--- src/rtl/vector_mem_sequencer.sv ---
// Serialises one vector load/store into per-lane memory accesses and stalls EX/MEM until done.
// Optional per-lane skip mask enabled by defining VMEM_LANE_MASK_EN.
//
// state  | meaning
// IDLE   | waiting for start; nothing captured in flight
// ACCESS | one lane request presented per cycle until mem_ready on the last lane
// DONE   | one-cycle completion pulse; load_data valid for writeback
module vector_mem_sequencer #(
    parameter int WIDTH        = 24,
    parameter int VECTOR_WIDTH = 8,
    localparam int LW          = (VECTOR_WIDTH > 1) ? $clog2(VECTOR_WIDTH) : 1
) (
    input  logic                                clk,
    input  logic                                rst,
    input  logic                                start,
    input  logic                                is_store,
    input  logic [WIDTH-1:0]                    base_addr,
    input  logic [VECTOR_WIDTH-1:0][WIDTH-1:0]  store_data,
    input  logic                                flush,
    input  logic                                mem_ready,
    input  logic [WIDTH-1:0]                    mem_rdata,
`ifdef VMEM_LANE_MASK_EN
    input  logic [VECTOR_WIDTH-1:0]             lane_mask,
`endif
    output logic [WIDTH-1:0]                    mem_addr,
    output logic [WIDTH-1:0]                    mem_wdata,
    output logic                                mem_we,
    output logic                                mem_re,
    output logic [VECTOR_WIDTH-1:0][WIDTH-1:0]  load_data,
    output logic                                stall,
    output logic                                done,
    output logic [LW-1:0]                       lane_idx
);

    typedef enum logic [1:0] {
        S_IDLE   = 2'd0,
        S_ACCESS = 2'd1,
        S_DONE   = 2'd2
    } state_t;

    state_t                              state_q, state_d;
    logic                                is_store_q;
    logic [WIDTH-1:0]                    base_q;
    logic [VECTOR_WIDTH-1:0][WIDTH-1:0]  wdata_q;
    logic [VECTOR_WIDTH-1:0][WIDTH-1:0]  load_q;
    logic [LW-1:0]                       lane_q, lane_d;
    logic                                capture;
    logic                                ld_we;
    logic                                in_access;

    logic [LW-1:0]                       first_lane;
    logic [LW-1:0]                       next_lane;
    logic                                any_lane;
    logic                                has_next;

`ifdef VMEM_LANE_MASK_EN
    logic [VECTOR_WIDTH-1:0]             mask_q;

    // Descending scans so the lowest qualifying lane is the one left standing.
    always_comb begin
        first_lane = '0;
        any_lane   = 1'b0;
        next_lane  = lane_q;
        has_next   = 1'b0;
        for (int i = VECTOR_WIDTH - 1; i >= 0; i--) begin
            if (lane_mask[i]) begin
                any_lane   = 1'b1;
                first_lane = LW'(i);
            end
            if (mask_q[i] && (i > int'(lane_q))) begin
                has_next  = 1'b1;
                next_lane = LW'(i);
            end
        end
    end
`else
    always_comb begin
        first_lane = '0;
        any_lane   = 1'b1;
        next_lane  = lane_q + 1'b1;
        has_next   = (lane_q != LW'(VECTOR_WIDTH - 1));
    end
`endif

    always_comb begin
        state_d = state_q;
        lane_d  = lane_q;
        capture = 1'b0;
        ld_we   = 1'b0;
        case (state_q)
            S_IDLE: begin
                if (start && !flush) begin
                    capture = 1'b1;
                    lane_d  = first_lane;
                    state_d = any_lane ? S_ACCESS : S_DONE;
                end
            end
            S_ACCESS: begin
                // Flush wins over a same-cycle ack; that lane's read data is dropped.
                if (flush) begin
                    state_d = S_IDLE;
                end else if (mem_ready) begin
                    ld_we = !is_store_q;
                    if (has_next) begin
                        lane_d = next_lane;
                    end else begin
                        state_d = S_DONE;
                    end
                end
            end
            S_DONE: begin
                state_d = S_IDLE;
            end
            default: begin
                state_d = S_IDLE;
            end
        endcase
    end

    always_ff @(posedge clk or negedge rst) begin
        if (!rst) begin
            state_q    <= S_IDLE;
            is_store_q <= 1'b0;
            base_q     <= '0;
            wdata_q    <= '0;
            load_q     <= '0;
            lane_q     <= '0;
`ifdef VMEM_LANE_MASK_EN
            mask_q     <= '0;
`endif
        end else begin
            state_q <= state_d;
            lane_q  <= lane_d;
            if (capture) begin
                is_store_q <= is_store;
                base_q     <= base_addr;
                wdata_q    <= store_data;
`ifdef VMEM_LANE_MASK_EN
                mask_q     <= lane_mask;
`endif
            end
            if (ld_we) begin
                load_q[lane_q] <= mem_rdata;
            end
        end
    end

    assign in_access = (state_q == S_ACCESS);

    // Address arithmetic is modulo 2^WIDTH; carry out of the top bit is dropped.
    assign mem_addr  = in_access ? (base_q + WIDTH'(lane_q)) : '0;
    assign mem_wdata = (in_access && is_store_q) ? wdata_q[lane_q] : '0;
    assign mem_we    = in_access && is_store_q;
    assign mem_re    = in_access && !is_store_q;
    assign stall     = ((state_q == S_IDLE) && start && !flush) || in_access;
    assign done      = (state_q == S_DONE);
    assign lane_idx  = lane_q;
    assign load_data = load_q;

endmodule

--- config.mk ---
export PLATFORM = sky130hd
export DESIGN_NAME = vector_mem_sequencer
export DESIGN_NICKNAME = d
export VERILOG_FILES = /design/src/rtl/vector_mem_sequencer.sv
export SDC_FILE = /design/constraint.sdc
export NUM_CORES = 1
export LEC_CHECK = 0
export BUFFER_PORTS_ARGS = -buffer_cell sky130_fd_sc_hd__buf_2
export CORE_ASPECT_RATIO = 1.25
export CORE_MARGIN = 8
export CORE_UTILIZATION = 28
export DETAILED_ROUTE_END_ITERATION = 12
export SLEW_MARGIN = 15
export SYNTH_ARGS = -nofsm -noshare
export SYNTH_HDL_FRONTEND = slang
export SYNTH_SLANG_ARGS = --single-unit
--- constraint.sdc ---
create_clock -name clk -period 3.6 [get_ports clk]
set_input_delay 0.36 -clock clk [delete_from_list [all_inputs] [get_ports clk]]
set_output_delay 0.36 -clock clk [all_outputs]
set_load 0.05 [all_outputs]
==> flow_summary_export.csv, run 1 <==
group,metric,value,unit
cts,numCtsBuffers,42,
yosys,synth_warnings,0,
yosys,synth_flop_cell,"dfrtp_1",
yosys,syn-cell-area,17280,µm²
placed_design,gp_congestion,0.8803,
cts,clk_latency,550,ps
yosys,synth-async-reset-ratio,1.000,
worst_setup_path,r2r_slack,920,ps
sta,rsz0062_at_grt,"no",
yosys,yosysSeqAreaShare,0.5995,
cells_and_area,final_cell_mix,"nand2_1 (658), buf_2 (487), dfrtp_1 (414), mux2_2 (191), dlygate4sd3_1 (187)",
global_route,grt_pass1_vias,16020,
min_path,hp-class,"primary input to register",
route,vias,14790,
cts,cts_tree,"done",
yosys,synth_edf_count,0,
die,row_count,102,
global_route,antenna_found_initial,8,
cts,numClockSinks,414,
outcome,status,"complete, no violations",
worst_setup_path,crit_type,"register to output pin",
yosys,syn-instance-count,1611,
placed_design,dp_cells,2890,
placed_design,io_buffers,492,
die,die_x,238.2,µm
power_and_ir_drop,vdd_ir_drop_max,392.9,µV
route,drt_iter0_drc,976,
power_and_ir_drop,clkPwrFrac,0.295,
worst_setup_path,required,3240,ps
cts,htreeDepth,2,
power_and_ir_drop,p_comb_frac,0.302,
route,ant_nets,0,
cells_and_area,fillers,5975,
power_and_ir_drop,p_leak,12.45,nW
worst_setup_path,path_max_fanout,12,
route,wl_per_cell,19.47,µm
cts,root_buffer,"clkbuf_16",
global_route,grt_usage,0.1710,
power_and_ir_drop,p_sw,5.752,mW
placed_design,post-place-ws,614.8,ps
route,wl,61.55,mm
die,core-area,61510,µm²
sta,clock_skew,11.90,ps
sta,finalHoldViolations,0,
sta,final_max_slew_viol_count,0,
cts,clk_path_buf_depth,3,
sta,layout_min_cycle_time,3415,ps
route,first_pass_iters,5,
route,drc,0,
power_and_ir_drop,p_sw_frac,0.3736,
die,start_util,0.2809,
sta,timing.final.crit_share,0.9487,
sta,tns,0,ps
yosys,syn_nets,1863,
route,viasPerCell,4.680,
sta,fin_ws,184.8,ps
global_route,overflow,0,
job,drv_cap,0,
sta,final-setup-viol-count,0,
power_and_ir_drop,p_int,9.643,mW
worst_setup_path,start_kind,"register",
sta,tightest_slew,945.4,ps
placed_design,dpl.hpwl,43.67,mm
worst_setup_path,cp.arrival,3060,ps
cells_and_area,layout_commonest_cell,"nand2_1",
cts,cts.clk_slew.worst_paths,70,ps
worst_setup_path,end_kind,"output pin",
sta,hold_ws,35.55,ps
sta,maxSlewHeadroom,0.3697,
die,die_height,293.8,µm
yosys,synth_seq_cells,414,
cells_and_area,multi_input_area,6511,µm²
yosys,avgSynthCellArea,10.73,µm²
power_and_ir_drop,p_per_area,634.4,nW/µm²
cells_and_area,seqCellArea,10360,µm²
sta,max_freq,0.2928,GHz
cells_and_area,final_cells,3161,
die,die_area,69970,µm²
global_route,grt_max_degree,193,
cells_and_area,drive_above_1_share,0.3540,
global_route,grt_pass1_wl,95.00,mm
yosys,synth.distinct_cells,49,
cells_and_area,area_growth,40.42,%
power_and_ir_drop,power_frac_seq,0.403,
die,io-pin-count,493,
cells_and_area,finalNetCount,2541,
-- sequential cells by signal, summed over array words and instances (netlist names) --
register	cells
state_q	2
load_data	192
lane_idx	3
wdata_q	192
is_store_q	1
base_q	24
-- routing by layer --
| metal | up-vias | GRT usage | wire [µm] |
|---|---|---|---|
| met2 | 630 | 0.2897 | 29530 |
| li1 | 6773 | - | - |
| met5 | - | 0 | 26 |
| met1 | 7269 | 0.2142 | 25410 |
| met3 | 118 | 0.04159 | 4836 |
| met4 | 4 | 0.05082 | 1748 |
-- path summary, 6_finish.rpt --
check,from,endpoint,cells past startpoint
min in group asynchronous,rst,load_data[106],2
worst min register to register,wdata_q[2],wdata_q[2],2
worst max register to register,state_q[1],load_data[52],5
worst max-delay path,lane_idx[2],mem_addr[19],6
max in group asynchronous,rst,wdata_q[40],3
worst min-delay path,store_data[117],wdata_q[117],3
-- critical path, cell delays in order (launching register included) --
cell	delay [ps]
dfrtp_1	380
ha_1	330
nand3_1	200
a2111o_2	600
or3_1	350
a21oi_1	300
buf_2	330
-- metrics by stage --
stage | power [mW] | utilization | cell area, µm²
6_report | 15.40 | 0.3945 | 24270
2_1_floorplan | 9.245 | - | 17310
5_1_grt | 16.10 | 0.3943 | 24260
4_1_cts | 15.56 | 0.3940 | 24240
3_3_place_gp | 10.70 | 0.3404 | 20940
3_5_place_dp | 10.79 | 0.3404 | 20940
-- Yosys cell counts (all sizes together) (2+ instances only) --
cell type	instances	area (µm²)
or3	7	43.79
o211ai	2	15.01
clkbuf	69	259.0
nor3b	3	22.52
or4	3	22.52
ha	5	62.56
nand3	3	15.01
buf	25	192.7
nor3	3	26.28
o2111ai	2	17.52
and3	2	12.51
dfrtp	414	10360
mux2	192	2162
a31oi	24	150.1
xor2	3	26.28
nor4b	2	17.52
o31ai	4	30.03
xnor2	7	61.31
a21oi	13	65.06
nand2b	2	12.51
nand2	658	2470
and4	3	26.28
a22o	24	210.2
nor4	2	42.54
o21ai	14	70.07
nor2	18	80.08
and3b	2	17.52
nor2b	4	25.02
inv	13	48.80
and2	2	12.51
a221oi	24	210.2
a22oi	48	360.4
or4b	2	20.02
nand4	3	18.77
-- layout make-up --
type	count	share of cell area
Antenna cell	7	0.0007219
Clock buffer	64	0.05265
Clock inverter	13	0.006187
Inverter	13	0.002011
Multi-Input combinational cell	1090	0.2683
Sequential cell	414	0.4269
Tap cell	832	0.04290
Timing Repair Buffer	728	0.2003
-- power groups by stage --
stage | registers (mW) | clock network [mW] | logic [mW]
2_1_floorplan | 7.81 | 0 | 1.44
3_3_place_gp | 6.25 | 0 | 4.45
3_5_place_dp | 6.28 | 0 | 4.52
4_1_cts | 6.19 | 4.67 | 4.69
5_1_grt | 6.31 | 4.83 | 4.96
6_report | 6.20 | 4.54 | 4.66
-- timing repair --
item | in CTS | in global routing
hold endpoints to repair | 271 | 0
setup buffers | 0 | 0
endpoints found under the setup margin | 0 | 2
resized for setup | 0 | 5
hold buffers | 187 | 0
-- logic make-up (layout without fill, tap and decap cells) --
logic type	count (synthesis)	count (layout)	synth area share
compound gates	161	161	0.06842
buf+inv	107	818	0.02896
other cells	0	7	0
simple gates	720	720	0.1675
fa+ha+maj	6	6	0.004779
flops	414	414	0.5995
mux	193	193	0.1257
xor+xnor	10	10	0.005069
Power figures use the tool's default switching activity.
==> run 2: changes to the inputs <==
--- a/config.mk
+++ b/config.mk
@@ -8,9 +8,10 @@
 export BUFFER_PORTS_ARGS = -buffer_cell sky130_fd_sc_hd__buf_2
 export CORE_ASPECT_RATIO = 1.25
 export CORE_MARGIN = 8
-export CORE_UTILIZATION = 28
+export CORE_UTILIZATION = 42
 export DETAILED_ROUTE_END_ITERATION = 12
-export SLEW_MARGIN = 15
+export PLACE_DENSITY = 0.67
+export SLEW_MARGIN = 20
 export SYNTH_ARGS = -nofsm -noshare
 export SYNTH_HDL_FRONTEND = slang
 export SYNTH_SLANG_ARGS = --single-unit
==> constraint.sdc (replaced) <==
create_clock -name clk -period 3.6 [get_ports clk]
set_input_delay 0.18 -clock clk [delete_from_list [all_inputs] [get_ports clk]]
set_output_delay 0.18 -clock clk [all_outputs]
set_load 0.05 [all_outputs]
==> run 2 against run 1 <==
Against the previous run: routed wire length down 2.7%; worst setup slack improved by 49 ps; final area down 0.38%; global-route usage is 7.3 points higher; register-to-register slack improved by 30 ps; fmax increased by 1.5%.
==> flow_summary_export.csv, run 2 (synthesized netlist as in run 1, its figures left out) <==
group,metric,value,unit
worst_setup_path,reg2reg_from,"lane_idx[0]",
min_path,hp-class,"primary input to register",
die,die_area,47930,µm²
cells_and_area,finalNetCount,2576,
worst_setup_path,path_max_fanout,13,
cells_and_area,fin_area,24170,µm²
route,drc,0,
worst_setup_path,path_cells,"buf_4, inv_1, fa_1, nor2b_2, o2111ai_1, buf_4, or4_1, a21oi_1, buf_2",
sta,tns,0,ps
placed_design,io_buffers,492,
placed_design,post-place-ws,740.0,ps
power_and_ir_drop,p_comb_frac,0.306,
cells_and_area,layout_commonest_cell,"nand2_1",
cts,cts.clk_slew.worst_paths,60,ps
sta,timing.final.crit_share,0.9349,
route,wl,59.91,mm
worst_setup_path,ff2ff_path_depth,6,
job,drv_cap,0,
route,first_pass_iters,5,
worst_setup_path,crit_slowest_cell,"or4_1",
sta,final_max_slew_viol_count,0,
power_and_ir_drop,vdd_ir_drop_max,441.4,µV
die,row_count,83,
die,die_x,197.4,µm
power_and_ir_drop,p_per_area,634.0,nW/µm²
global_route,grt_pass1_wl,93.30,mm
worst_setup_path,crit_top_cell,"buf_4",
worst_setup_path,cpLargestDelayFamily,"buffers and inverters",
die,core-area,40810,µm²
route,ant_nets,0,
worst_setup_path,crit_type,"register to output pin",
worst_setup_path,r2r-end,"load_data[153]",
power_and_ir_drop,p_sw_frac,0.3696,
sta,tightest_slew,1147,ps
cts,clk_latency,530,ps
die,start_util,0.4234,
die,io-pin-count,493,
global_route,grt_usage,0.2441,
worst_setup_path,critPathCapture,"mem_addr[16]",
cells_and_area,final_cell_mix,"nand2_1 (658), buf_2 (491), dfrtp_1 (414), dlygate4sd3_1 (237), mux2_2 (191)",
worst_setup_path,cpPeakStageDelay,510,ps
worst_setup_path,r2r_slack,950,ps
cts,numClockSinks,414,
sta,clock_skew,10.62,ps
outcome,status,"complete, no violations",
worst_setup_path,start_kind,"register",
global_route,antenna_found_initial,8,
cells_and_area,area_growth,39.90,%
sta,finalHoldViolations,0,
cells_and_area,drive_above_1_share,0.3384,
power_and_ir_drop,power_frac_seq,0.404,
global_route,grt_pass1_vias,16420,
route,vias,15400,
power_and_ir_drop,p_leak,12.56,nW
global_route,overflow,0,
worst_setup_path,end_kind,"output pin",
die,die_height,242.8,µm
power_and_ir_drop,clkPwrFrac,0.291,
power_and_ir_drop,p_int,9.662,mW
sta,fin_ws,234.2,ps
cts,clk_path_buf_depth,3,
cts,numCtsBuffers,42,
sta,final-setup-viol-count,0,
sta,layout_min_cycle_time,3366,ps
worst_setup_path,cp.depth,9,
sta,maxSlewHeadroom,0.2350,
placed_design,dpl.hpwl,38.80,mm
sta,rsz0062_at_grt,"no",
cells_and_area,utilization,0.5923,
power_and_ir_drop,p_sw,5.664,mW
power_and_ir_drop,p_total,15.33,mW
route,viasPerCell,5.286,
cts,cts_tree,"done",
placed_design,gp_congestion,0.8853,
placed_design,dpl_cell_area,20350,µm²
cts,htreeDepth,2,
worst_setup_path,cp.arrival,3190,ps
worst_setup_path,required,3420,ps
worst_setup_path,crit_path_start,"lane_idx[1]",
global_route,grt_max_degree,208,
route,wl_per_cell,20.57,µm
worst_setup_path,path_buf_inv,4,
cts,root_buffer,"clkbuf_16",
sta,max_freq,0.2971,GHz
route,drt_iter0_drc,1093,
==> run 2: cell types whose count changed in the layout (fill, tap and decap cells not counted), sizes merged <==
cell         previous run  this run
dlygate4sd3           187       237
buf                   539       526
clkinv                  9         3
inv                    13        16
clkbuf                 66        65
diode                   7         6
==> run 2: routing by layer <==
layer / GRT usage / routed length, µm
met1: 0.3066 / 23390
met2: 0.4093 / 28860
met5: 0 / 13
met4: 0.09240 / 2188
met3: 0.04956 / 5452
==> run 2: power groups by stage <==
stage	Sequential, mW	Clock [mW]	Combinational [mW]
after detailed placement	6.25	0	4.45
final	6.19	4.46	4.68
after global placement	6.21	0	4.39
after CTS	6.17	4.56	4.67
after floorplan	7.81	0	1.43
after global routing	6.30	4.72	4.96
==> run 2: final cells by class <==
class / instances / area, µm²
antenna: 6 / 15.01
fill: 3276 / 16640
clock inverter: 10 / 138.9
multi-input combinational: 1090 / 6455
inverter: 13 / 48.80
clock buffer: 65 / 1291
timing repair buffer: 763 / 5175
sequential: 414 / 10360
tap: 552 / 690.7
==> run 2: through the flow <==
step	std cells	hold slack (ps)
global placement	2595	354.3
global route	2913	16.79
finish	2913	39.37
detailed placement	2595	357.0
floorplan	1611	-115.6
CTS	2907	0.4498
==> run 2: how the worst min path moves through the flow <==
| stage | start | endpoint | slack (ps) | depth (start not counted) |
|---|---|---|---|---|
| 2_1_floorplan | rst | base_q[0] | -120 | 0 |
| 3_3_place_gp | rst | wdata_q[91] | 350 | 1 |
| 3_5_place_dp | rst | wdata_q[91] | 360 | 1 |
| 4_1_cts | mem_rdata[10] | load_data[10] | 0.4 | 2 |
| 5_1_grt | mem_rdata[6] | load_data[78] | 20 | 2 |
| 6_report | mem_rdata[6] | load_data[150] | 40 | 2 |
==> run 2: timing repair <==
item,CTS,global route
resized for setup,0,1
buffers inserted,0,0
hold endpoints to repair,454,0
hold buffers,237,0
endpoints found under the setup margin,0,1
==> run 3: changes to the inputs <==
--- a/config.mk
+++ b/config.mk
@@ -6,11 +6,12 @@
 export NUM_CORES = 1
 export LEC_CHECK = 0
 export BUFFER_PORTS_ARGS = -buffer_cell sky130_fd_sc_hd__buf_2
+export CAP_MARGIN = 20
 export CORE_ASPECT_RATIO = 1.25
 export CORE_MARGIN = 8
-export CORE_UTILIZATION = 42
+export CORE_UTILIZATION = 52
 export DETAILED_ROUTE_END_ITERATION = 12
-export PLACE_DENSITY = 0.67
+export PLACE_DENSITY = 0.8
 export SLEW_MARGIN = 20
 export SYNTH_ARGS = -nofsm -noshare
 export SYNTH_HDL_FRONTEND = slang
==> run 3 against run 2 <==
Against the previous run: global-route usage increased by 8.5 points; critical endpoint unchanged; combinational power increased by 2%; highest routed layer is now met4; largest power group unchanged; critical path type unchanged; register-to-register slack got worse by 90 ps; sequential power increased by 1%.
==> flow_summary_export.csv, run 3 (synthesized netlist as in run 1, its figures left out) <==
group,metric,value,unit
sta,timing.final.crit_share,0.9373,
job,drv_cap,0,
cells_and_area,drive_above_1_share,0.3389,
die,die_x,179.1,µm
cts,clk_path_buf_depth,3,
global_route,top_usage_layer,"met2",
sta,maxSlewHeadroom,0.2847,
worst_setup_path,cp.arrival,3190,ps
cells_and_area,area_growth,38.48,%
power_and_ir_drop,vdd_ir_drop_max,751.1,µV
die,die_height,219.8,µm
global_route,grt_usage,0.3289,
route,ant_nets,0,
global_route,antenna_found_initial,4,
route,viasPerCell,5.838,
route,drt_iter0_drc,1658,
worst_setup_path,required,3420,ps
worst_setup_path,r2r-end,"load_data[71]",
global_route,grtUsageMet1,0.3786,
cts,numClockSinks,414,
sta,layout_min_cycle_time,3374,ps
power_and_ir_drop,p_int,9.427,mW
worst_setup_path,critPathCapture,"mem_addr[16]",
cells_and_area,final_cell_mix,"nand2_1 (658), buf_2 (491), dfrtp_1 (414), dlygate4sd3_1 (237), mux2_2 (191)",
power_and_ir_drop,p_comb_frac,0.312,
cts,root_buffer,"clkbuf_16",
sta,tns,0,ps
placed_design,io_buffers,492,
outcome,status,"complete, no violations",
worst_setup_path,path_max_fanout,11,
die,core-area,32680,µm²
min_path,hp-class,"primary input to register",
cells_and_area,layout_commonest_cell,"nand2_1",
power_and_ir_drop,p_per_area,641.9,nW/µm²
worst_setup_path,crit_path_start,"lane_idx[0]",
cts,htreeDepth,2,
worst_setup_path,r2r_slack,860,ps
placed_design,gp_congestion,0.8957,
min_path,hold_start,"mem_rdata[7]",
cts,cts.clk_slew.worst_paths,70,ps
sta,final-setup-viol-count,0,
worst_setup_path,ff2ff_path_depth,6,
sta,final_max_slew_viol_count,0,
sta,clock_skew,18.62,ps
route,vias,16230,
power_and_ir_drop,p_total,15.36,mW
worst_setup_path,start_kind,"register",
route,first_pass_iters,8,
power_and_ir_drop,p_leak,12.52,nW
die,die_area,39360,µm²
route,drc,0,
power_and_ir_drop,p_sw_frac,0.3863,
route,wl,65.80,mm
die,start_util,0.5287,
min_path,min_path_cells,2,
sta,rsz0062_at_grt,"no",
worst_setup_path,crit_type,"register to output pin",
power_and_ir_drop,clkPwrFrac,0.281,
worst_setup_path,end_kind,"output pin",
global_route,use_met3,0.08152,
global_route,grt_use_met2,0.5460,
cts,cts_setup_buffers,0,
power_and_ir_drop,power_frac_seq,0.408,
die,io-pin-count,493,
power_and_ir_drop,p_sw,5.933,mW
sta,finalHoldViolations,0,
global_route,grt_max_degree,187,
cts,cts_tree,"done",
cells_and_area,finalNetCount,2575,
cts,clk_latency,550,ps
die,row_count,74,
worst_setup_path,reg2reg_from,"state_q[1]",
sta,max_freq,0.2964,GHz
global_route,grt_pass1_vias,16990,
route,wl_per_cell,23.67,µm
global_route,grt_pass1_wl,99.73,mm
placed_design,dpl.hpwl,38.74,mm
cts,numCtsBuffers,41,
global_route,overflow,0,
cells_and_area,fillers,1996,
sta,tightest_slew,1073,ps
run 3: changes by cell type in the layout (fill, tap and decap cells not counted), moves of 2 or more:
cell / change
clkbuf_8: -4
clkbuf_16: -2
clkinv_4: +2
clkinv_2: +5
run 3: critical path: stages, from the launching register on:
cell and delay [ps]:
dfrtp_1 350, ha_1 170, inv_1 60, fa_1 370, nor2b_1 370, o2111ai_2 310, or4_1 580, a21oi_1 160
buf_2 280
run 3: layer usage:
metal,part of all wire,vias to the layer above
met4,0.067,0
met1,0.34,7834
met2,0.48,1251
li1,-,6822
met5,0,-
met3,0.11,324
run 3: final cells by class:
cell class / instances / area, µm² / share of cell area
sequential: 414 / 10360 / 0.4329
multi-input combinational: 1090 / 6464 / 0.2701
timing repair buffer: 763 / 5175 / 0.2163
clock buffer: 58 / 1182 / 0.04941
tap: 418 / 523.0 / 0.02186
clock inverter: 17 / 158.9 / 0.006641
inverter: 13 / 48.80 / 0.002039
antenna: 7 / 17.52 / 0.0007320
run 3: worst min path at each step:
stage / to / slack (ps)
6_report: load_data[31] / 30
5_1_grt: load_data[31] / 10
4_1_cts: load_data[31] / 5
3_5_place_dp: wdata_q[116] / 320
3_3_place_gp: wdata_q[116] / 320
2_1_floorplan: base_q[0] / -120
run 3: what timing repair did:
action | CTS | global route
endpoints found under the setup margin | 0 | 1
hold endpoints to repair | 430 | 0
resized for setup | 0 | 1
hold buffers | 237 | 0
run 3: power by group through the flow:
stage	logic, mW	clock network [mW]	registers (mW)
floorplan	1.43	0	7.81
global placement	4.38	0	6.19
detailed placement	4.46	0	6.25
CTS	4.70	4.34	6.19
global route	5.02	4.56	6.34
finish	4.78	4.31	6.26
run 3: through the flow:
step / area, µm² / setup slack, ps / std cells / util / hold WS, ps
after global routing: 23920 / 30.16 / 2777 / 0.7319 / 9.676
final: 23930 / 225.7 / 2780 / 0.7321 / 27.00
after global placement: 20190 / 739.8 / 2461 / 0.6178 / 316.1
after floorplan: 17280 / 19.96 / 1611 / - / -115.6
after CTS: 23910 / 115.6 / 2773 / 0.7314 / 4.659
after detailed placement: 20190 / 708.7 / 2461 / 0.6178 / 323.4
